File: config.mk
export PLATFORM = sky130hd
export DESIGN_NAME = dmem_ctrl
export DESIGN_NICKNAME = d
export VERILOG_FILES = /design/src/rtl/dmem_ctrl.sv
export SDC_FILE = /design/constraint.sdc
export NUM_CORES = 1
export LEC_CHECK = 0
export BUFFER_PORTS_ARGS = -buffer_cell sky130_fd_sc_hd__buf_2
export CAP_MARGIN = 20
export CORE_MARGIN = 1
export CORE_UTILIZATION = 48
export CTS_BUF_LIST = sky130_fd_sc_hd__clkbuf_8
export CTS_CLUSTER_SIZE = 30
export DETAILED_ROUTE_END_ITERATION = 6
export GPL_TIMING_DRIVEN = 0
export PLACE_DENSITY = 0.82
export SETUP_SLACK_MARGIN = 0.4
export SYNTH_ARGS = -nofsm -noshare
export SYNTH_HDL_FRONTEND = slang
export SYNTH_SLANG_ARGS = --single-unit
File: constraint.sdc
create_clock -name clk -period 2 [get_ports clk]
set_input_delay 0.1 -clock clk [delete_from_list [all_inputs] [get_ports clk]]
set_output_delay 0.1 -clock clk [all_outputs]
set_load 0.02 [all_outputs]
File: src/rtl/dmem_ctrl.sv
// dmem_ctrl -- initiator side of the drom data-RAM port.
//
// Takes one load/store request at a time from the core LSU and turns it into a
// drom access. Store data is replicated across byte lanes and the matching byte
// enables are raised. Load data is shifted down to its lane, then sign- or
// zero-extended. Each request ends with a single-cycle response pulse.
//
// Parameters
//   ADDR_WIDTH  drom word-address width; the byte window is 2**(ADDR_WIDTH+2)
//   RD_LATENCY  drom read latency in cycles (1 or 2)
//   BASE_ADDR   byte base of the RAM window (aligned to the window size)
//
// Optional feature
//   DMEM_CTRL_RANGE_CHECK_EN  when defined, an address outside the window is
//                             answered with rsp_err and causes no RAM access;
//                             otherwise the upper address bits alias.
//
// Ports
//   clk, rst                      clock, synchronous active-high reset
//   req_valid/req_ready           request handshake (accept on both high)
//   req_we, req_addr, req_size,   store flag, byte address, size (0/1/2),
//   req_unsigned, req_wdata       zero-extend flag, right-justified store data
//   rsp_valid, rsp_rdata, rsp_err single-cycle response, load data, error flag
//   ram_addr, ram_wr_data,        drom word address, lane-replicated write data,
//   ram_wr_en, ram_wr_byte_en     write strobe and byte enables
//   ram_rd_data                   drom read data
module dmem_ctrl #(
    parameter int          ADDR_WIDTH = 14,
    parameter int          RD_LATENCY = 1,
    parameter logic [31:0] BASE_ADDR  = 32'h0000_0000
) (
    input  logic                  clk,
    input  logic                  rst,
    input  logic                  req_valid,
    output logic                  req_ready,
    input  logic                  req_we,
    input  logic [31:0]           req_addr,
    input  logic [1:0]            req_size,
    input  logic                  req_unsigned,
    input  logic [31:0]           req_wdata,
    output logic                  rsp_valid,
    output logic [31:0]           rsp_rdata,
    output logic                  rsp_err,
    output logic [ADDR_WIDTH-1:0] ram_addr,
    output logic [31:0]           ram_wr_data,
    output logic                  ram_wr_en,
    output logic [3:0]            ram_wr_byte_en,
    input  logic [31:0]           ram_rd_data
);

    typedef enum logic [1:0] {IDLE, ISSUE, WAIT, RESP} state_t;

    localparam logic [1:0] LAST_WAIT = 2'(RD_LATENCY - 1);

    state_t                  state_q, state_d;
    logic                    we_q, we_d;
    logic                    uns_q, uns_d;
    logic [1:0]              size_q, size_d;
    logic [1:0]              lane_q, lane_d;
    logic                    err_q, err_d;
    logic [1:0]              wait_cnt_q, wait_cnt_d;
    logic                    rsp_valid_q, rsp_valid_d;
    logic                    rsp_err_q, rsp_err_d;
    logic [31:0]             rsp_rdata_q, rsp_rdata_d;
    logic [ADDR_WIDTH-1:0]   ram_addr_q, ram_addr_d;
    logic [31:0]             ram_wr_data_q, ram_wr_data_d;
    logic                    ram_wr_en_q, ram_wr_en_d;
    logic [3:0]              ram_wr_be_q, ram_wr_be_d;

    logic                    misaligned;
    logic                    out_of_range;
    logic                    req_err;
    logic [3:0]              req_be;
    logic [31:0]             req_lane_data;

    // Shift the addressed lane down to bit 0, then extend to 32 bits.
    function automatic logic [31:0] load_extend(input logic [31:0] word,
                                                input logic [1:0]  lane,
                                                input logic [1:0]  size,
                                                input logic        uns);
        logic [31:0] shifted;
        shifted = word >> {lane, 3'b000};
        case (size)
            2'd0:    load_extend = uns ? {24'h0, shifted[7:0]}
                                       : {{24{shifted[7]}}, shifted[7:0]};
            2'd1:    load_extend = uns ? {16'h0, shifted[15:0]}
                                       : {{16{shifted[15]}}, shifted[15:0]};
            default: load_extend = shifted;
        endcase
    endfunction

    always_comb begin
        misaligned = 1'b0;
        case (req_size)
            2'd0:    misaligned = 1'b0;
            2'd1:    misaligned = req_addr[0];
            2'd2:    misaligned = (req_addr[1:0] != 2'b00);
            default: misaligned = 1'b1;   // size 3 is illegal
        endcase
    end

`ifdef DMEM_CTRL_RANGE_CHECK_EN
    localparam logic [31:0] HI_MASK = ~((32'd1 << (ADDR_WIDTH + 2)) - 32'd1);
    assign out_of_range = (((req_addr ^ BASE_ADDR) & HI_MASK) != 32'h0);
`else
    // Upper address bits alias into the window and are deliberately ignored.
    logic unused_hi;
    assign unused_hi    = ^{req_addr[31:ADDR_WIDTH+2], BASE_ADDR};
    assign out_of_range = 1'b0;
`endif

    assign req_err = misaligned | out_of_range;

    always_comb begin
        req_be        = 4'b1111;
        req_lane_data = req_wdata;
        case (req_size)
            2'd0: begin
                req_be        = 4'b0001 << req_addr[1:0];
                req_lane_data = {4{req_wdata[7:0]}};
            end
            2'd1: begin
                req_be        = req_addr[1] ? 4'b1100 : 4'b0011;
                req_lane_data = {2{req_wdata[15:0]}};
            end
            default: begin
                req_be        = 4'b1111;
                req_lane_data = req_wdata;
            end
        endcase
    end

    always_comb begin
        state_d       = state_q;
        we_d          = we_q;
        uns_d         = uns_q;
        size_d        = size_q;
        lane_d        = lane_q;
        err_d         = err_q;
        wait_cnt_d    = wait_cnt_q;
        ram_addr_d    = ram_addr_q;
        ram_wr_data_d = ram_wr_data_q;
        // Strobes and the response are pulses; they default low every cycle.
        ram_wr_en_d   = 1'b0;
        ram_wr_be_d   = 4'b0000;
        rsp_valid_d   = 1'b0;
        rsp_err_d     = 1'b0;
        rsp_rdata_d   = 32'h0;

        case (state_q)
            // Accept: latch the request and set up the ISSUE-cycle outputs.
            IDLE: begin
                if (req_valid) begin
                    we_d       = req_we;
                    uns_d      = req_unsigned;
                    size_d     = req_size;
                    lane_d     = req_addr[1:0];
                    err_d      = req_err;
                    ram_addr_d = req_addr[ADDR_WIDTH+1:2];
                    if (req_we && !req_err) begin
                        ram_wr_en_d   = 1'b1;
                        ram_wr_be_d   = req_be;
                        ram_wr_data_d = req_lane_data;
                    end
                    state_d = ISSUE;
                end
            end
            // Address is on the RAM; stores and errors respond next cycle.
            ISSUE: begin
                if (!err_q && !we_q) begin
                    wait_cnt_d = 2'd0;
                    state_d    = WAIT;
                end else begin
                    rsp_valid_d = 1'b1;
                    rsp_err_d   = err_q;
                    state_d     = RESP;
                end
            end
            // Read data arrives RD_LATENCY cycles after ISSUE.
            WAIT: begin
                if (wait_cnt_q == LAST_WAIT) begin
                    rsp_valid_d = 1'b1;
                    rsp_rdata_d = load_extend(ram_rd_data, lane_q, size_q, uns_q);
                    state_d     = RESP;
                end else begin
                    wait_cnt_d = wait_cnt_q + 2'd1;
                end
            end
            // Response pulse is on the outputs this cycle.
            RESP: begin
                state_d = IDLE;
            end
            default: state_d = IDLE;
        endcase
    end

    always_ff @(posedge clk) begin
        if (rst) begin
            state_q       <= IDLE;
            wait_cnt_q    <= 2'd0;
            rsp_valid_q   <= 1'b0;
            rsp_err_q     <= 1'b0;
            rsp_rdata_q   <= 32'h0;
            ram_addr_q    <= '0;
            ram_wr_data_q <= 32'h0;
            ram_wr_en_q   <= 1'b0;
            ram_wr_be_q   <= 4'b0000;
        end else begin
            state_q       <= state_d;
            wait_cnt_q    <= wait_cnt_d;
            rsp_valid_q   <= rsp_valid_d;
            rsp_err_q     <= rsp_err_d;
            rsp_rdata_q   <= rsp_rdata_d;
            ram_addr_q    <= ram_addr_d;
            ram_wr_data_q <= ram_wr_data_d;
            ram_wr_en_q   <= ram_wr_en_d;
            ram_wr_be_q   <= ram_wr_be_d;
            we_q          <= we_d;
            uns_q         <= uns_d;
            size_q        <= size_d;
            lane_q        <= lane_d;
            err_q         <= err_d;
        end
    end

    assign req_ready      = (state_q == IDLE) && !rst;
    assign rsp_valid      = rsp_valid_q;
    assign rsp_err        = rsp_err_q;
    assign rsp_rdata      = rsp_rdata_q;
    assign ram_addr       = ram_addr_q;
    assign ram_wr_data    = ram_wr_data_q;
    assign ram_wr_en      = ram_wr_en_q;
    assign ram_wr_byte_en = ram_wr_be_q;

endmodule
==> key figures, run 1 <==
Global route
  • Gr usage total: 27.2%
  • First-pass GRT wire length: 18700 µm
  • Initial antenna violation count: 0
  • GRT overflow: 0
  • Largest net degree at the start of global routing: 16
  • Vias in the first global route: 4106

CTS
  • Num CTS Buffers: 9
  • Worst-skew pair later-pin latency: 0.35 ns
  • CTS Sinks: 96
  • Root buffer cell: clkbuf_8
  • Clock transition at path regs: 0.09 ns
  • CTS tree: built
  • Number of buffers on the longest clock path: 2
  • H-tree levels: 3

Logic synthesis
  • Synth warnings: 0
  • Syn avg cell area: 9.06 µm²
  • Mapped Cells: 455
  • Post-synth EDFFs: 7
  • Main synth FF type: dfxtp_1
  • Leading area contributor after synthesis: dfxtp_1
  • Yosys cell types: 42
  • Cell area after synthesis: 0.00412 mm²
  • Sequential cell area fraction in the yosys report: 48.3%
  • Yosys reg bits: 96
  • Synth async-reset ratio: 0%
  • Synth area leaders: dfxtp_1, mux2i_1, nand2_1
  • Top cell type's share of synthesized area: 43.2%
  • Syn nets: 563

Floorplanning
  • Num rows: 33
  • Initial Util: 49.9%
  • I/O pin cnt: 189
  • Die area: 0.00896 mm²
  • Die X: 94.7 µm
  • Die Y: 94.7 µm
  • Core Area: 0.00826 mm²

Timing
  • Tmin final: 1.60 ns
  • Worst slew pin tran: 0.622 ns
  • Final worst slack: 0.404 ns
  • Slew Viols, Final: 0
  • Final Cycle Share: 79.8%
  • RSZ-0062 raised after global routing: true
  • Fin. Hold Viols: 0
  • Relative slew slack: 58.5%
  • Peak Freq: 0.627 GHz
  • Clock skew: 0.00687 ns
  • Final Setup Violations: 0
  • Hold slack: 0.0126 ns
  • Setup TNS: 0 ns

Worst setup path
  • Reg2reg end: rsp_rdata[27]
  • CP max stage cell: edfxtp_1
  • Crit path largest cell delay: 0.36 ns
  • Crit-path cells: buf_2, mux2_4, o221a_1, o211ai_2, buf_2, nand2_1
  • Worst EP arrival: 1.84 ns
  • Top delay family on crit path: buffers and inverters
  • Crit Reg-Reg Startpoint: size_q[0]
  • Worst Path Required: 2.25 ns
  • R2R Setup Slk: 0.40 ns
  • Crit start category: register
  • Element type at the critical path end: register
  • Crit path max fanout: 8
  • CP Buf/Inv Count: 2
  • R2R depth: 6
  • CP Class: register to register
  • Most used cell, CP: buf_2

Detailed routing
  • Vias: 4174
  • Final ANT Viol Nets: 0
  • Post-Route WL: 12500 µm
  • DRT iter0 DRCs: 166
  • # DRC: 0
  • Drt via density: 5.40
  • Avg WL per Cell: 16.2 µm
  • First-pass DRT Iterations: 4

Flow run
  • Max Cap Viol: 0

Cells and area
  • Register Area: 0.00199 mm²
  • Fill cells: 654
  • NumNets Final: 772
  • Multi-input gate area: 0.00206 mm²
  • Most common cell after layout, fill and taps aside: buf_2
  • Share of cells above drive strength 1: 37.3%
  • Most frequent cells in the layout: buf_2, nand2_1, dfxtp_1, nor2_1
  • N_diodes: 0
  • Layout area overhead: 37.6%

Worst hold path
  • Hold path depth: 3
  • HP Class: input port to register
  • Hold path start: ram_rd_data[29]
  • Hold EP: rsp_rdata[29]

Placement
  • # port buffers: 172
  • GP Congestion: 0.939
  • DP Wirelength: 8920 µm
  • Pre-CTS setup slack: 0.162 ns

Run status
  • Status: completed

Pwr
  • Maximum vdd drop: 0.000615 V
  • Power, Total: 5.00 mW
  • Power per Cell Area: 881 mW/mm²
  • Leakage power: 2.62 nW
==> cell type report <==
type	instances	area share, %
Timing Repair Buffer	198	19.5
Sequential cell	96	35.1
Multi-Input combinational cell	323	36.4
Tap cell	105	2.32
Clock buffer	9	2.18
Inverter	6	0.397
Buffer	30	3.42
Clock inverter	6	0.618
==> state kept, by name, indices dropped and copies added (netlist names), 2 cells and up <==
name	count
ram_wr_byte_en	4
size_q	2
ram_wr_data	32
wait_cnt_q	2
rsp_rdata	32
lane_q	2
ram_addr	14
state_q	2
==> timing repair <==
action | 4_1_cts | 5_1_grt
setup buffers | 2 | 1
endpoints found under the setup margin | 65 | 65
pin swaps | 1 | 6
endpoints found under the hold margin | 22 | 0
gates resized for setup | 16 | 32
hold buffers | 22 | 0
gates cloned | 0 | 1
==> per-layer routing <==
layer  global-route usage (%)  share of wire (%)  routed length (µm)  up-vias
li1                         -                  -                   -     1986
met1                     29.0                 38                4800     1928
met2                     50.4                 51                6410      221
met3                     6.36                7.5                 937       39
met4                     12.5                2.7                 339        0
met5                        0                  0                   0        -
==> tightest hold or removal path, cell delays in order <==
cell and delay (ns):
buf_2 0.11, nand2_1 0.06, nand2_1 0.06
==> cells in the mapped netlist, types with 6 or more instances <==
cell      count
clkbuf_1     12
inv_1         6
buf_2        10
nand2_1      97
a211oi_2      8
o21ai_0      27
a311oi_1      8
mux2i_1      37
a21oi_1      32
nor2b_1      11
edfxtp_1      7
dfxtp_1      89
nor2_1       47
a211oi_1     22
==> power by group <==
part	leakage, nW	internal (mW)	total [mW]	switching [mW]
combinational	1.74	0.660	1.65	0.993
clock	0.0913	0.444	1.10	0.658
sequential	0.787	2.14	2.24	0.0994
==> kinds of logic (layout without fill, tap and decap cells) <==
logic type / after synthesis / after routing / share of synthesized area (%)
AO/OA/AOI/OAI: 108 / 108 / 17.7
XOR/XNOR: 1 / 1 / 0.212
adder cells (fa/ha/maj): 5 / 5 / 1.52
buffers and inverters: 36 / 249 / 4.49
flip-flops: 96 / 96 / 48.3
multiplexers: 40 / 40 / 10.2
AND/OR/NAND/NOR: 169 / 169 / 17.6
==> stage by stage <==
stage          utilization, %  area, µm²  instances
6_report                 68.7       5670        773
5_1_grt                  68.7       5670        773
4_1_cts                  67.5       5570        771
3_5_place_dp             62.0       5120        732
3_3_place_gp             62.0       5120        732
2_1_floorplan               -       4130        455
==> how the worst max path moves through the flow <==
| stage | start | to | slack, ns | cells past startpoint |
|---|---|---|---|---|
| 2_1_floorplan | state_q[0] | err_q | 0.48 | 5 |
| 3_3_place_gp | state_q[0] | lane_q[1] | 0.21 | 5 |
| 3_5_place_dp | state_q[0] | lane_q[1] | 0.16 | 5 |
| 4_1_cts | lane_q[1] | rsp_rdata[14] | 0.40 | 6 |
| 5_1_grt | state_q[0] | rsp_rdata[22] | 0.28 | 6 |
| 6_report | size_q[0] | rsp_rdata[27] | 0.40 | 6 |
Note: power is estimated with default switching activity, not from simulation.
==> run 2, diff against run 1 <==
==> constraint.sdc (replaced) <==
create_clock -name clk -period 1.5 [get_ports clk]
set_input_delay 0.075 -clock clk [delete_from_list [all_inputs] [get_ports clk]]
set_output_delay 0.075 -clock clk [all_outputs]
set_load 0.02 [all_outputs]
==> key figures, run 2 (synthesis results as in run 1) <==
Run status
  • Status: complete, but fails checks
  • Failing checks: negative setup slack

Timing
  • Final Cycle Share: 112%
  • Peak Freq: 0.597 GHz
  • Relative slew slack: 46.6%
  • Fin. Hold Viols: 0
  • Clock skew: 0.0123 ns
  • RSZ-0062 raised after global routing: true
  • Final Setup Violations: 68
  • Hold slack: 0.00396 ns
  • Final worst slack: -0.174 ns
  • Worst slew pin tran: 0.801 ns
  • Slew Viols, Final: 0
  • Tmin final: 1.67 ns

Floorplanning
  • Num rows: 33
  • Die Y: 94.7 µm
  • Die area: 0.00896 mm²
  • Core Area: 0.00826 mm²
  • Die X: 94.7 µm
  • Initial Util: 49.9%
  • I/O pin cnt: 189

Worst setup path
  • Crit-path cells: inv_4, ha_4, nand3_4, o21ba_4, buf_12, buf_16, nor2_4, a311oi_1
  • CP Buf/Inv Count: 3
  • CP Class: register to register
  • Reg2reg end: ram_wr_data[9]
  • Crit Reg-Reg Startpoint: state_q[0]
  • Worst Path Required: 1.75 ns
  • R2R Setup Slk: -0.17 ns
  • R2R depth: 8
  • Crit start category: register
  • Crit path max fanout: 5
  • Element type at the critical path end: register
  • CP max stage cell: dfxtp_4
  • Worst EP arrival: 1.93 ns
  • Top delay family on crit path: compound AO/OA/AOI/OAI gates
  • Crit path largest cell delay: 0.37 ns

Cells and area
  • Share of cells above drive strength 1: 59.0%
  • N_diodes: 0
  • NumNets Final: 812
  • Util after Layout: 85.2%
  • Most frequent cells in the layout: buf_2, dfxtp_1, nand2_1, a21oi_2, mux2i_1
  • Layout Cells excl Fill: 814
  • Layout area overhead: 70.7%
  • Fill cells: 395
  • Most common cell after layout, fill and taps aside: buf_2

Worst hold path
  • HP Class: input port to register
  • Hold path depth: 3
  • Hold path start: req_wdata[4]
  • Hold EP: ram_wr_data[4]

Placement
  • DP Wirelength: 8920 µm
  • # port buffers: 172
  • Placed Cells: 732
  • GP Congestion: 0.933

CTS
  • Clock transition at path regs: 0.10 ns
  • H-tree levels: 3
  • CTS tree: built
  • Number of buffers on the longest clock path: 2
  • CTS Sinks: 96
  • Root buffer cell: clkbuf_8
  • Worst-skew pair later-pin latency: 0.36 ns
  • Num CTS Buffers: 9

Detailed routing
  • Post-Route WL: 16800 µm
  • Final ANT Viol Nets: 0
  • Vias: 4760
  • DRT iter0 DRCs: 270
  • First-pass DRT Iterations: 5
  • Drt via density: 5.85
  • Avg WL per Cell: 20.7 µm
  • # DRC: 0

Pwr
  • Power per Cell Area: 1230 mW/mm²
  • Maximum vdd drop: 0.000804 V
  • Leakage power: 3.17 nW

Global route
  • First-pass GRT wire length: 21000 µm
  • Gr usage total: 30.7%
  • GRT overflow: 0
  • Largest net degree at the start of global routing: 17
  • Initial antenna violation count: 0
  • Vias in the first global route: 4414

Flow run
  • Max Cap Viol: 0
==> run 2: layer usage <==
| layer | part of all wire, % | GRT usage, % |
|---|---|---|
| met1 | 35 | 33.7 |
| met2 | 52 | 54.9 |
| met3 | 8.2 | 7.49 |
| met4 | 5.2 | 15.4 |
| met5 | 0 | 0 |
==> run 2: worst register-to-register path: cells and delay by family (launching register included) <==
kind                       cells  cell delay [ns]
DFF                            1             0.37
buffers and inverters          3             0.34
and+or+nand+nor                2             0.11
AOI/OAI and AO/OA              2             0.59
adders and majority gates      1             0.16
==> run 2: worst max-delay path by stage <==
stage	start	end	slack, ns	cells past startpoint
2_1_floorplan	size_q[0]	rsp_rdata[22]	0.06	6
3_3_place_gp	wait_cnt_q[0]	rsp_rdata[28]	-0.03	6
3_5_place_dp	lane_q[1]	rsp_rdata[10]	-0.12	6
4_1_cts	size_q[0]	rsp_rdata[31]	-0.06	6
5_1_grt	state_q[0]	ram_wr_data[12]	-0.22	8
6_report	state_q[0]	ram_wr_data[9]	-0.17	8
==> run 2: metrics by stage <==
stage	TNS (ns)	total power [mW]	setup slack, ns	instance area (µm²)
2_1_floorplan	0	4.67	0.0568	4300
3_3_place_gp	-0.283	5.26	-0.0334	5290
3_5_place_dp	-1.13	5.34	-0.122	5290
4_1_cts	-0.692	7.84	-0.0565	6430
5_1_grt	-5.45	8.96	-0.219	7040
6_report	-2.54	8.67	-0.174	7040
==> run 2: what timing repair did <==
| item | in CTS | in global routing |
|---|---|---|
| pin swaps | 40 | 44 |
| setup endpoints to repair | 91 | 96 |
| hold buffers | 24 | 1 |
| resized for setup | 127 | 103 |
| gates cloned | 6 | 4 |
| hold endpoints to repair | 24 | 1 |
| buffers inserted | 14 | 17 |
==> run 2: report_power, final <==
group          internal [mW]  switching, mW  total, mW
clock network          0.814          0.950       1.76
logic                   1.79           2.08       3.86
registers               2.87          0.175       3.05
total                   5.47           3.20       8.67
==> run 2: layout make-up <==
cell class | instances | area [µm²] | share of cell area (%)
buffer | 30 | 278 | 3.95
sequential | 96 | 2000 | 28.4
clock inverter | 6 | 58.8 | 0.836
multi-input combinational | 323 | 2780 | 39.6
clock buffer | 10 | 138 | 1.96
inverter | 6 | 35.0 | 0.498
timing repair buffer | 238 | 1610 | 22.9
tap | 105 | 131 | 1.87
